File: config.mk
export PLATFORM = sky130hd
export DESIGN_NAME = bus_fifo_port
export DESIGN_NICKNAME = d
export VERILOG_FILES = /design/src/rtl/bus_fifo_port.sv
export SDC_FILE = /design/constraint.sdc
export NUM_CORES = 1
export LEC_CHECK = 0
export BUFFER_PORTS_ARGS = -buffer_cell sky130_fd_sc_hd__buf_2
export CELL_PAD_IN_SITES_DETAIL_PLACEMENT = 1
export CELL_PAD_IN_SITES_GLOBAL_PLACEMENT = 1
export CORE_ASPECT_RATIO = 1.75
export CORE_MARGIN = 2
export CORE_UTILIZATION = 52
export DETAILED_ROUTE_END_ITERATION = 16
export GPL_TIMING_DRIVEN = 0
export PLACE_DENSITY = 0.77
export SYNTH_ARGS = -nofsm -noshare
export SYNTH_HDL_FRONTEND = slang
export SYNTH_SLANG_ARGS = --single-unit
File: constraint.sdc
create_clock -name clk -period 5 [get_ports clk]
set_input_delay 0.75 -clock clk [delete_from_list [all_inputs] [get_ports clk]]
set_output_delay 0.75 -clock clk [all_outputs]
set_load 0.02 [all_outputs]
File: src/rtl/bus_fifo_port.sv
// bus_fifo_port: CPU register port bridging a 32-bit bus to a TX stream and an RX stream via two FIFOs.
// Latency: a word pushed at edge N is visible at the FIFO head (tx_data / RXDATA) after edge N; bus reads are zero-wait.
// Backpressure: tx_valid = TX not empty and pops on tx_ready; rx_ready = RX not full. Bus writes to a full TX are dropped (tx_ovf).
//
// Ports:
//   clk, rst                  single clock, asynchronous active-low reset
//   addr, cs, wr_rd           CPU bus; addr[3:2] selects TXDATA/RXDATA/STATUS/CTRL
//   data_bus_write            CPU write data
//   data_bus_read             CPU read data, combinational, 0 unless a read is selected
//   tx_data/tx_valid/tx_ready outbound stream (TX FIFO head)
//   rx_data/rx_valid/rx_ready inbound stream (into RX FIFO)

// bus_fifo_port_fifo: circular DEPTH x W FIFO with gated push/pop and synchronous flush.
// Latency: pushed word reaches the head one edge later; head is read combinationally.
// Backpressure: push ignored when full, pop ignored when empty, both ignored during flush.
module bus_fifo_port_fifo #(
    parameter int DEPTH = 8,
    parameter int W     = 32
) (
    input  logic         clk,
    input  logic         rst,
    input  logic         push_i,
    input  logic         pop_i,
    input  logic         flush_i,
    input  logic [W-1:0] wdata_i,
    output logic [W-1:0] rdata_o,
    output logic         full_o,
    output logic         empty_o,
    output logic [4:0]   count_o
);
    localparam int AW = $clog2(DEPTH);
    localparam int CW = $clog2(DEPTH + 1);

    logic [W-1:0]  mem_q [DEPTH];
    logic [AW-1:0] wptr_q, wptr_d;
    logic [AW-1:0] rptr_q, rptr_d;
    logic [CW-1:0] count_q, count_d;
    logic          push_ok;
    logic          pop_ok;

    assign full_o  = (count_q == CW'(DEPTH));
    assign empty_o = (count_q == '0);
    assign rdata_o = mem_q[rptr_q];
    assign count_o = 5'(count_q);

    // Full/empty are judged on the state before the edge, so a pop in the
    // same cycle never makes room for a push and a push never feeds a pop.
    assign push_ok = push_i && !full_o  && !flush_i;
    assign pop_ok  = pop_i  && !empty_o && !flush_i;

    always_comb begin
        wptr_d  = wptr_q;
        rptr_d  = rptr_q;
        count_d = count_q;
        if (flush_i) begin
            wptr_d  = '0;
            rptr_d  = '0;
            count_d = '0;
        end else begin
            if (push_ok) begin
                wptr_d = wptr_q + AW'(1);
            end
            if (pop_ok) begin
                rptr_d = rptr_q + AW'(1);
            end
            count_d = count_q + CW'(push_ok) - CW'(pop_ok);
        end
    end

    always_ff @(posedge clk or negedge rst) begin
        if (!rst) begin
            wptr_q  <= '0;
            rptr_q  <= '0;
            count_q <= '0;
        end else begin
            wptr_q  <= wptr_d;
            rptr_q  <= rptr_d;
            count_q <= count_d;
        end
    end

    // Storage is not reset; flush and reset only move the pointers.
    always_ff @(posedge clk) begin
        if (push_ok) begin
            mem_q[wptr_q] <= wdata_i;
        end
    end
endmodule

module bus_fifo_port #(
    parameter int DEPTH = 8
) (
    input  logic        clk,
    input  logic        rst,
    input  logic [31:0] addr,
    input  logic        cs,
    input  logic        wr_rd,
    input  logic [31:0] data_bus_write,
    output logic [31:0] data_bus_read,
    output logic [31:0] tx_data,
    output logic        tx_valid,
    input  logic        tx_ready,
    input  logic [31:0] rx_data,
    input  logic        rx_valid,
    output logic        rx_ready
);
    localparam logic [1:0] REG_TXDATA = 2'd0;
    localparam logic [1:0] REG_RXDATA = 2'd1;
    localparam logic [1:0] REG_STATUS = 2'd2;
    localparam logic [1:0] REG_CTRL   = 2'd3;

    logic [1:0]  reg_sel;
    logic        bus_wr;
    logic        bus_rd;
    logic        ctrl_wr;

    logic        tx_push, tx_pop, tx_flush;
    logic        tx_full, tx_empty;
    logic [4:0]  tx_count;
    logic [31:0] tx_head;

    logic        rx_push, rx_pop, rx_flush;
    logic        rx_full, rx_empty;
    logic [4:0]  rx_count;
    logic [31:0] rx_head;

    logic        tx_ovf_q, tx_ovf_d;
    logic        rx_udf_q, rx_udf_d;
    logic [31:0] status;

    // Only addr[3:2] is decoded; the rest of the bus is intentionally ignored.
    logic        unused_bits;
    assign unused_bits = ^{addr[31:4], addr[1:0], data_bus_write[31:6],
                           data_bus_write[3:2], tx_count[4], rx_count[4]};

    assign reg_sel = addr[3:2];
    assign bus_wr  = cs && wr_rd;
    assign bus_rd  = cs && !wr_rd;
    assign ctrl_wr = bus_wr && (reg_sel == REG_CTRL);

    assign tx_push  = bus_wr && (reg_sel == REG_TXDATA);
    assign tx_pop   = tx_valid && tx_ready;
    assign tx_flush = ctrl_wr && data_bus_write[0];

    assign rx_push  = rx_valid && rx_ready;
    assign rx_pop   = bus_rd && (reg_sel == REG_RXDATA);
    assign rx_flush = ctrl_wr && data_bus_write[1];

    bus_fifo_port_fifo #(.DEPTH(DEPTH), .W(32)) u_tx_fifo (
        .clk     (clk),
        .rst     (rst),
        .push_i  (tx_push),
        .pop_i   (tx_pop),
        .flush_i (tx_flush),
        .wdata_i (data_bus_write),
        .rdata_o (tx_head),
        .full_o  (tx_full),
        .empty_o (tx_empty),
        .count_o (tx_count)
    );

    bus_fifo_port_fifo #(.DEPTH(DEPTH), .W(32)) u_rx_fifo (
        .clk     (clk),
        .rst     (rst),
        .push_i  (rx_push),
        .pop_i   (rx_pop),
        .flush_i (rx_flush),
        .wdata_i (rx_data),
        .rdata_o (rx_head),
        .full_o  (rx_full),
        .empty_o (rx_empty),
        .count_o (rx_count)
    );

    assign tx_valid = !tx_empty;
    assign tx_data  = tx_head;
    assign rx_ready = !rx_full;

    // Sticky error flags; a CTRL clear wins over a same-cycle set.
    always_comb begin
        tx_ovf_d = tx_ovf_q;
        rx_udf_d = rx_udf_q;
        if (ctrl_wr && data_bus_write[4]) begin
            tx_ovf_d = 1'b0;
        end else if (tx_push && tx_full) begin
            tx_ovf_d = 1'b1;
        end
        if (ctrl_wr && data_bus_write[5]) begin
            rx_udf_d = 1'b0;
        end else if (rx_pop && rx_empty) begin
            rx_udf_d = 1'b1;
        end
    end

    always_ff @(posedge clk or negedge rst) begin
        if (!rst) begin
            tx_ovf_q <= 1'b0;
            rx_udf_q <= 1'b0;
        end else begin
            tx_ovf_q <= tx_ovf_d;
            rx_udf_q <= rx_udf_d;
        end
    end

    // Count fields are 4 bits wide; at DEPTH=16 a full FIFO reads as count 0
    // with the full bit set.
    assign status = {18'b0, rx_udf_q, tx_ovf_q, rx_count[3:0], tx_count[3:0],
                     rx_empty, rx_full, tx_empty, tx_full};

    always_comb begin
        data_bus_read = 32'h0;
        if (bus_rd) begin
            case (reg_sel)
                REG_RXDATA: data_bus_read = rx_empty ? 32'h0 : rx_head;
                REG_STATUS: data_bus_read = status;
                default:    data_bus_read = 32'h0;
            endcase
        end
    end
endmodule

==> impl_results.md, run 1 <==
* Worst R2R Setup Slack at 1.76 ns
* Yosys warns at 0
* Net Count, Synth at 1101
* Post-synthesis async set-or-reset flop share at 0.04120
* # IOs at 168
* Post-DP Area at 22870 sq um
* Synth top area share at 0.7323
* Min-Delay Path Class: in2async
* RD Place Congestion at 0.7668
* Clock Latency Late Sink at 0.58 ns
* Synth Register Bits at 534
* Filler instances at 3326
* Post-DRT Antenna Nets at 0
* Number of distinct library cells after synthesis at 44
* Gr ovfl total at 0
* Die width at 155.9 microns
* Cell count after synthesis at 977
* CTS tree: yes
* DR iter-0 viols at 622
* Max-slew violation count at 0
* Final wirelength at 48.35 mm
* Share of post-route cells with drive strength above 1 at 0.3573
* Fmax achieved at 263.6 MHz
* Clock transition at path regs at 0.07 ns
* Final instance area at 24420 sq um
* Ys flop type: edfxtp_1
* Core Footprint at 39930 sq um
* Synth Area per Inst at 21.49 sq um
* Crit path cell chain: inv_1, ha_1, or3b_1, and2_4, clkbuf_1, o211ai_1, a21oi_1, buf_2
* Hold Vio Cnt, Final at 0
* Fin Setup TNS at 0 ns
* Cts hold-fix bufs at 0
* Largest net degree at the start of global routing at 25
* Max-cap violations at 0
* Die Y at 269.8 microns
* Remaining DRCs at 0
* # setup viols final at 0
* Status: completed
* Vias in the first global route at 11600
* Slowest cell on crit path: clkbuf_1
* Depth of the CTS H-tree at 2
* CP max FO at 10
* GRT Util Overall at 0.2338
* FF/Latch Area at 15930 sq um
* First-pass GRT wire length at 72.16 mm
* Clk_skew at 0.03104 ns
* DRT Pass-1 Iters at 6
* Post-synth EDFFs at 512
* Slew HR at 0.4236
* Area taken by multi-input logic gates at 4798 sq um
* Leakage at 8.161 nW
* Mapped cell area at 21000 sq um
* Setup CP Type: reg2out
* Nets at 1312
* Port buffer count at 137
* Post-route setup slack at 1.207 ns
* Antenna violations before repair at 3
* Crit path required time at 4.25 ns
* Clk root buf: clkbuf_16
* Cts repair resizes at 0
* Slowest stage delay, CP at 0.45 ns
* Longest Clk Path Bufs at 3
* RSZ-0062 raised after global routing: false
* Reg2reg end: u_tx_fifo.mem_q[1][24]
* Top cells by area, synth: edfxtp_1 (73%), mux4_2 (12%), dfrtp_1 (2.6%), mux2i_1 (2.1%), mux2_2 (1.7%)
* Core Rows at 97
* VDD IR max at 0.4286 mV
* Die footprint at 42060 sq um
* Largest area contributor in the netlist: edfxtp_1
* Reg2Reg Depth at 9
* Tightest Pin Transition at 0.8646 ns
* CP startpoint kind: flip-flop
* Post-synthesis sequential area ratio at 0.7585
* Pwr Density at 530.2 nW/um^2
* Top cells by count, synth: edfxtp_1 (512), mux4_2 (116), nor2_1 (44)
* Setup WS pre-CTS at 1.235 ns
* Via density at 5.993
* Synth-to-Final Area Change at 16.29%
* Period utilization at 0.7586
* Element type at the critical path end: primary output
* Starting Density at 0.5258
* Worst path arrival time at 3.04 ns
* Tmin final at 3.793 ns
* Reg-to-Reg Start: u_tx_fifo.count_q[2]
* DR WL/cell at 28.11 microns
* Clock sink count at 534
* Number of buffers created by CTS at 47
* Post-DP HPWL at 31.93 mm
* Post-CTS setup buffers at 0
* Count leader, synth: edfxtp_1
* Vias post-DR at 10310
-- logic make-up (layout without fill, tap and decap cells) --
family,after synthesis,in the layout,share of synthesized area
mux,193,193,0.1646
compound gates,47,47,0.01615
flops,534,534,0.7585
simple gates,108,108,0.02449
buf+inv,63,309,0.01824
other cells,0,2,0
xor+xnor,10,10,0.004171
fa+ha+maj,22,22,0.01383
-- sequential cells by signal, summed over array words and instances (netlist names) --
name / count
u_rx_fifo.rptr_q: 3
u_tx_fifo.count_q: 4
tx_ovf_q: 1
u_tx_fifo.rptr_q: 3
u_tx_fifo.wptr_q: 3
u_rx_fifo.mem_q: 256
u_rx_fifo.wptr_q: 3
u_tx_fifo.mem_q: 256
rx_udf_q: 1
u_rx_fifo.count_q: 4
-- area by class of cell --
type | instances | area share
antenna | 2 | 0.0002050
buffer | 48 | 0.01338
clock buffer | 56 | 0.05037
clock inverter | 28 | 0.01286
inverter | 15 | 0.002306
multi-input combinational | 380 | 0.1965
sequential | 534 | 0.6523
tap | 495 | 0.02537
timing repair buffer | 162 | 0.04674
-- per-stage QoR --
stage,hold slack (ns),util,total power (W),cells
2_1_floorplan,0.4544,-,0.008175,977
3_3_place_gp,0.5260,0.5585,0.009156,1609
3_5_place_dp,0.5253,0.5727,0.009419,1634
4_1_cts,0.1741,0.6114,0.01308,1718
5_1_grt,0.1981,0.6114,0.01342,1719
6_report,0.1703,0.6115,0.01295,1720
-- critical path, delay by kind of cell, from the launching register on --
family / cells / cell delay [ns]
flip-flops: 1 / 0.37
buffers and inverters: 3 / 0.77
AND/OR/NAND/NOR: 2 / 0.46
adder cells (fa/ha/maj): 1 / 0.21
AO/OA/AOI/OAI: 2 / 0.64
-- cell usage in the layout (no fill, tap or decap), types with 7 or more instances in the layout --
cell / Yosys / routed
mux4_2: 116 / 116
buf_12: 2 / 7
a22oi_2: 8 / 8
clkinv_1: 0 / 8
a21oi_1: 18 / 18
clkinv_2: 0 / 9
nor2_1: 44 / 32
clkbuf_16: 0 / 47
edfxtp_1: 512 / 512
buf_16: 0 / 8
o211ai_1: 10 / 10
mux2i_1: 43 / 43
clkbuf_1: 14 / 21
nor2_4: 0 / 12
ha_1: 20 / 20
buf_6: 10 / 20
mux2_2: 32 / 32
nand3_1: 12 / 12
dfrtp_1: 22 / 22
buf_2: 15 / 152
inv_1: 15 / 15
nand2_1: 22 / 22
-- worst max path at each step --
stage                               startpoint                     end  slack (ns)  cells after the start
after floorplan                        addr[2]   u_tx_fifo.mem_q[0][0]        0.74                      5
after global placement                 addr[2]  u_tx_fifo.mem_q[0][28]       -1.87                      6
after detailed placement               addr[2]  u_tx_fifo.mem_q[1][18]        1.23                      9
after CTS                 u_rx_fifo.count_q[2]       data_bus_read[12]        1.20                      8
after global routing      u_rx_fifo.count_q[2]       data_bus_read[12]        1.12                      8
final                     u_rx_fifo.count_q[2]       data_bus_read[12]        1.21                      8
-- layer usage --
metal,vias up,share of wire,GRT usage
li1,4433,-,-
met1,5478,0.36,0.2670
met2,301,0.56,0.4411
met3,94,0.045,0.03514
met4,2,0.032,0.08064
met5,-,0.00027,0
-- where the power goes --
| part | total [W] | internal (W) | switching, W |
|---|---|---|---|
| registers | 0.00553 | 0.00534 | 0.000189 |
| clock network | 0.00366 | 0.00207 | 0.00159 |
| logic | 0.00375 | 0.00171 | 0.00204 |
(Power assumes the default switching activity.)
==> run 2, diff against run 1 <==
Clock period 5 ns to 3.5 ns, I/O delays scaled along.
==> run 2 against run 1 <==
  * Sequential cell count is the same
  * Global-route usage decreased by 0.20 points
  * Routed wire length is 1.4% lower
  * Worst hold slack improved by 0.046 ns
  * Via count decreased by 0.77%
  * Sequential share of layout area about the same
  * Sequential power increased by 43%
  * Design area is essentially flat
  * Core utilization is essentially flat
  * Critical endpoint unchanged
  * Combinational power up 43%
==> impl_results.md, run 2 (synthesis results as in run 1) <==
* Core Footprint at 39930 sq um (unchanged)
* Worst R2R Setup Slack at 0.57 ns (-1.19 ns)
* Sequential share of power at 0.429 (+0.002)
* Worst path bufs/invs at 3 (unchanged)
* Port buffer count at 137 (unchanged)
* CTS tree: yes
* RD Place Congestion at 0.7676 (+0.10%)
* First-pass GRT wire length at 71.29 mm (-1.2%)
* Fmax achieved at 301.5 MHz
* Most frequent cells in the layout: edfxtp_1 (512), buf_2 (152), mux4_2 (116)
* Element type at the critical path end: primary output
* Slew HR at 0.4113 (-0.01237)
* Leakage at 8.118 nW (-0.53%)
* Die width at 155.9 microns (unchanged)
* Hold depth at 1
* Vias in the first global route at 11630 (+0.32%)
* Finished Layout Cells at 1718 (-0.12%)
* Tightest Pin Transition at 0.8831 ns (+0.01856 ns)
* Max-slew violation count at 0 (unchanged)
* RSZ-0062 raised after global routing: false
* DR iter-0 viols at 563 (-9.5%)
* Largest net degree at the start of global routing at 26 (+4.0%)
* Longest Clk Path Bufs at 3 (unchanged)
* Status: completed
* Post-layout util at 0.6111 (about the same)
* Max-cap violations at 0 (unchanged)
* Starting Density at 0.5258 (unchanged)
* Clk root buf: clkbuf_16
* Clock transition at path regs at 0.07 ns (about the same)
* Die footprint at 42060 sq um (unchanged)
* Reg2reg end: u_tx_fifo.count_q[2]
* Reg-to-Reg Start: u_tx_fifo.count_q[2]
* Core Rows at 97 (unchanged)
* Final instance area at 24400 sq um (about the same)
* # IOs at 168 (unchanged)
* Clock Latency Late Sink at 0.57 ns (about the same)
* Hold EP: u_rx_fifo.mem_q[1][29]
* Filler instances at 3267 (-1.8%)
* Crit path required time at 2.97 ns (-1.28 ns)
* Nets at 1308 (-0.30%)
* Slowest cell on crit path: dfrtp_1
* Psw at 0.005451 W (+43%)
* GRT Util Overall at 0.2318 (-0.001975)
* CP startpoint kind: flip-flop
* Vias post-DR at 10230 (-0.77%)
* Post-DP HPWL at 31.53 mm (-1.2%)
* Clk pwr share at 0.280 (-0.003)
* Crit path max-delay family: buffers and inverters
* Placed cells at 1629 (-0.31%)
* Share of post-route cells with drive strength above 1 at 0.3571 (about the same)
* Clk_skew at 0.01498 ns (-0.01605 ns)
* Hold Vio Cnt, Final at 0 (unchanged)
* Post-DP Area at 22850 sq um (about the same)
* Via density at 5.954 (-0.65%)
* DRT Pass-1 Iters at 5 (-1)
* Min-Delay Path Class: in2reg
* Antenna violations before repair at 2 (-1)
* Gr ovfl total at 0 (unchanged)
* Post-DRT Antenna Nets at 0 (unchanged)
* Depth of the CTS H-tree at 2 (unchanged)
* # setup viols final at 0 (unchanged)
* Worst path arrival time at 2.79 ns (-0.25 ns)
* Final wirelength at 47.66 mm (-1.4%)
* Most common cell after layout, fill and taps aside: edfxtp_1
* DR WL/cell at 27.74 microns (-1.3%)
* Setup CP Type: reg2out
* Die Y at 269.8 microns (unchanged)
* Switching Share at 0.2959 (+0.0005501)
* VDD IR max at 0.5156 mV (+20%)
* Worst Hold Margin at 0.2162 ns (+0.04590 ns)
* Remaining DRCs at 0 (unchanged)
* Slowest stage delay, CP at 0.37 ns (-0.08 ns)
* Clock sink count at 534 (unchanged)
* Top flop regs: u_rx_fifo.mem_q: 256 flops, u_tx_fifo.mem_q: 256 flops
* Tmin final at 3.317 ns
* Crit path cell chain: inv_1, ha_1, or3b_1, and2_4, clkbuf_2, o211ai_1, a21oi_1, buf_2
* CP max FO at 10 (unchanged)
* Synth-to-Final Area Change at 16.22% (about the same)
* Worst Hold Launch: rx_data[29]
* Period utilization at 0.9477
* Logic pwr share at 0.291 (about the same)
* Number of buffers created by CTS at 47 (unchanged)
* Reg2Reg Depth at 12 (+3)
* Pwr Density at 755.1 nW/um^2 (+42%)
* Int Pwr at 0.01297 W (+42%)
[run 2: layout make-up]
class | count | area (sq um) | share of cell area
clock inverter | 32 | 306.5 | 0.01256
clock buffer | 54 | 1224 | 0.05015
inverter | 15 | 56.30 | 0.002307
antenna | 2 | 5.005 | 0.0002051
multi-input combinational | 380 | 4817 | 0.1974
tap | 495 | 619.3 | 0.02538
sequential | 534 | 15930 | 0.6527
timing repair buffer | 158 | 1119 | 0.04584
buffer | 48 | 329.1 | 0.01349
[run 2: power by group through the flow]
stage	Combinational [W]	Sequential, W	Clock (W)
finish	0.00536	0.00790	0.00517
global placement	0.00505	0.00800	0
global route	0.00575	0.00794	0.00545
CTS	0.00547	0.00790	0.00526
floorplan	0.00375	0.00793	0
detailed placement	0.00542	0.00803	0
[run 2: worst max path at each step]
stage,startpoint,to,slack [ns],cells after the start
2_1_floorplan,addr[2],u_rx_fifo.mem_q[2][0],0.11,6
4_1_cts,u_rx_fifo.count_q[2],data_bus_read[12],0.14,8
6_report,u_rx_fifo.count_q[2],data_bus_read[12],0.18,8
5_1_grt,u_rx_fifo.count_q[2],data_bus_read[12],0.14,8
3_3_place_gp,addr[2],u_rx_fifo.mem_q[2][7],-1.63,7
3_5_place_dp,addr[2],u_rx_fifo.mem_q[0][7],0.23,9
[run 2: repair_timing]
item | 4_1_cts | 5_1_grt
endpoints found under the hold margin | 22 | 0
hold buffers | 1 | 0
resized for setup | 2 | 0
buffers inserted | 0 | 0
endpoints found under the setup margin | 11 | 0
[run 2: through the flow]
step                      total power, W  setup WS (ns)  setup TNS [ns]
after floorplan                  0.01168         0.1092               0
after global placement           0.01305         -1.629         -682.02
after detailed placement         0.01344         0.2309               0
after CTS                        0.01863         0.1449               0
after global routing             0.01914         0.1410               0
final                            0.01842         0.1832               0
[run 2: layer usage]
layer  track usage  wire length, microns  up-vias
met5             0                     0        -
met3       0.04044                  2011       98
met1        0.2543                 17170     5443
li1              -                     -     4425
met2        0.4417                 26880      263
met4       0.08450                  1595        0
==> run 3, diff against run 2 <==
Settings changed: BUFFER_PORTS_ARGS -buffer_cell sky130_fd_sc_hd__buf_2 to not set, CORE_UTILIZATION 52 to 55, DONT_BUFFER_PORTS set to 1, PLACE_DENSITY 0.77 to 0.76.
==> run 3 against run 2 <==
  * First-iteration DRC count grew 4.4%
  * Largest power group unchanged
  * Clock skew increased by 0.0071 ns
  * Register-to-register slack lost 0.17 ns
  * Setup slack gained 0.022 ns
  * Global-route usage up 0.89 points
  * Fmax increased by 0.67%
  * Worst hold slack worse by 0.17 ns
  * Sequential share of layout area increased by 1.5 points
==> impl_results.md, run 3 (synthesis results as in run 1) <==
* Filler instances at 3034 (-7.1%)
* Clk_skew at 0.02210 ns (+0.007119 ns)
* Depth of the CTS H-tree at 2 (unchanged)
* Number of buffers created by CTS at 47 (unchanged)
* Largest net degree at the start of global routing at 27 (+3.8%)
* Period utilization at 0.9414 (-0.006297)
* FF/Latch Area at 15930 sq um (unchanged)
* Hold Vio Cnt, Final at 0 (unchanged)
* Worst Setup SP: u_rx_fifo.count_q[2]
* Fmax achieved at 303.5 MHz (+0.67%)
* Worst Hold Margin at 0.05023 ns (-0.1660 ns)
* Core Rows at 94 (-3.1%)
* Max-cap violations at 0 (unchanged)
* Clock transition at path regs at 0.07 ns (about the same)
* Final instance area at 23870 sq um (-2.2%)
* CP max FO at 10 (unchanged)
* Slew HR at 0.4493 (+0.03803)
* Longest Clk Path Bufs at 3 (unchanged)
* # setup viols final at 0 (unchanged)
* Die width at 151.7 microns (-2.7%)
* Reg-to-Reg Start: u_rx_fifo.count_q[2]
* Share of post-route cells with drive strength above 1 at 0.2855 (-0.07163)
* Slowest stage delay, CP at 0.57 ns (+0.20 ns)
* Leakage at 7.600 nW (-6.4%)
* GRT Util Overall at 0.2407 (+0.008883)
* Worst R2R Setup Slack at 0.40 ns (-0.17 ns)
* Crit path required time at 2.97 ns (about the same)
* DRT Pass-1 Iters at 4 (-1)
* Most frequent cells in the layout: edfxtp_1 (512), mux4_2 (116), clkbuf_16 (48)
* Slowest cell on crit path: o22ai_1
* Worst path arrival time at 2.77 ns (-0.02 ns)
* DR iter-0 viols at 588 (+4.4%)
* Max-slew violation count at 0 (unchanged)
* Grt met1 use at 0.2650 (+0.01070)
* CP startpoint kind: flip-flop
* Via density at 6.129 (+2.9%)
* Hold depth at 1 (unchanged)
* CTS tree: yes
* Clk root buf: clkbuf_16
* Most common cell after layout, fill and taps aside: edfxtp_1
* Die Y at 262.5 microns (-2.7%)
* Met2 Use GR at 0.4424 (+0.0007526)
* Setup CP Type: reg2out
* Gr ovfl total at 0 (unchanged)
* Die footprint at 39810 sq um (-5.3%)
* Element type at the critical path end: primary output
* RSZ-0062 raised after global routing: false
* Finished Layout Cells at 1566 (-8.8%)
* Clock sink count at 534 (unchanged)
* Final wirelength at 46.19 mm (-3.1%)
* Tightest Pin Transition at 0.8234 ns (-0.05971 ns)
* Post-DP HPWL at 30.77 mm (-2.4%)
* Clock Latency Late Sink at 0.56 ns (about the same)
* Pwr Density at 769.4 nW/um^2 (+1.9%)
* Port buffer count at 0 (-100%)
* Placed cells at 1477 (-9.3%)
* Worst path bufs/invs at 2 (-1)
* Status: completed
* Post-layout util at 0.6341 (+0.02301)
* Busiest grt layer: met2
* Hold EP: rx_udf_q
* Synth-to-Final Area Change at 13.67%
* Area taken by multi-input logic gates at 4851 sq um (+0.70%)
* Top flop regs: u_rx_fifo.mem_q: 256 flops, u_tx_fifo.mem_q: 256 flops
* Min-Delay Path Class: in2reg
* Crit path cell chain: inv_1, ha_1, or3b_1, and2_4, nand3_2, buf_2, o22ai_1
* RD Place Congestion at 0.7487 (-2.5%)
* DR WL/cell at 29.50 microns (+6.3%)
* Worst Hold Launch: data_bus_write[5]
* Core Footprint at 37640 sq um (-5.7%)
* First-pass GRT wire length at 69.32 mm (-2.8%)
* Tmin final at 3.295 ns (-0.02204 ns)
* Diodes inserted at 0 (-2)
* Crit path max-delay family: simple AND/OR/NAND/NOR gates
* Post-DRT Antenna Nets at 0 (unchanged)
* VDD IR max at 0.6131 mV (+19%)
* Post-DP Area at 22150 sq um (-3.1%)
* Starting Density at 0.5578 (+0.03204)
* Antenna violations before repair at 0 (-2)
* Reg2Reg Depth at 8 (-4)
* Vias in the first global route at 10960 (-5.8%)
* Vias post-DR at 9598 (-6.2%)
* # IOs at 168 (unchanged)
* Nets at 1172 (-10%)
* Met3 Use GR at 0.05069 (+0.01026)
* Remaining DRCs at 0 (unchanged)
* Reg2reg end: u_rx_fifo.mem_q[1][29]
## run 3: worst reg2reg max path, delay by kind of cell (launching register included)
| kind | cells | cell delay [ns] |
|---|---|---|
| simple gates | 3 | 1.47 |
| buf+inv | 4 | 0.76 |
| flops | 1 | 0.39 |
| fa+ha+maj | 1 | 0.19 |
## run 3: cell type report
cell class,instances,area share
plain buffers,48,0.01379
clock buffers,58,0.05274
clock inverters,29,0.01630
inverters,15,0.002359
multi-input cells,380,0.2033
flip-flops and latches,534,0.6673
well taps,480,0.02517
repair buffers,22,0.01908
## run 3: metrics by stage
stage | setup WS (ns) | setup TNS, ns | power (W)
2_1_floorplan | 0.1092 | 0 | 0.01168
3_3_place_gp | -1.439 | -604.57 | 0.01275
3_5_place_dp | 0.2349 | 0 | 0.01309
4_1_cts | 0.1803 | 0 | 0.01860
5_1_grt | 0.09224 | 0 | 0.01909
6_report | 0.2052 | 0 | 0.01836
## run 3: power breakdown
group	switching (W)	internal, W
sequential	0.000269	0.00763
combinational	0.00277	0.00224
clock	0.00222	0.00323
total	0.00525	0.0131
## run 3: worst max path at each step
stage	endpoint	slack, ns	cells after the start
2_1_floorplan	u_rx_fifo.mem_q[2][0]	0.11	6
3_3_place_gp	u_rx_fifo.mem_q[2][7]	-1.44	6
3_5_place_dp	u_rx_fifo.mem_q[1][7]	0.23	7
4_1_cts	data_bus_read[1]	0.18	7
5_1_grt	data_bus_read[1]	0.09	7
6_report	data_bus_read[1]	0.21	7
## run 3: layer usage
layer | wire (microns) | part of all wire
met1 | 15920 | 0.34
met2 | 26010 | 0.56
met3 | 2513 | 0.054
met4 | 1747 | 0.038
met5 | 0 | 0
## run 3: what timing repair did
| item | CTS | global route |
|---|---|---|
| gates resized for setup | 11 | 0 |
| hold endpoints to repair | 22 | 0 |
| endpoints found under the setup margin | 19 | 0 |
| setup buffers | 0 | 0 |
| hold buffers | 2 | 0 |
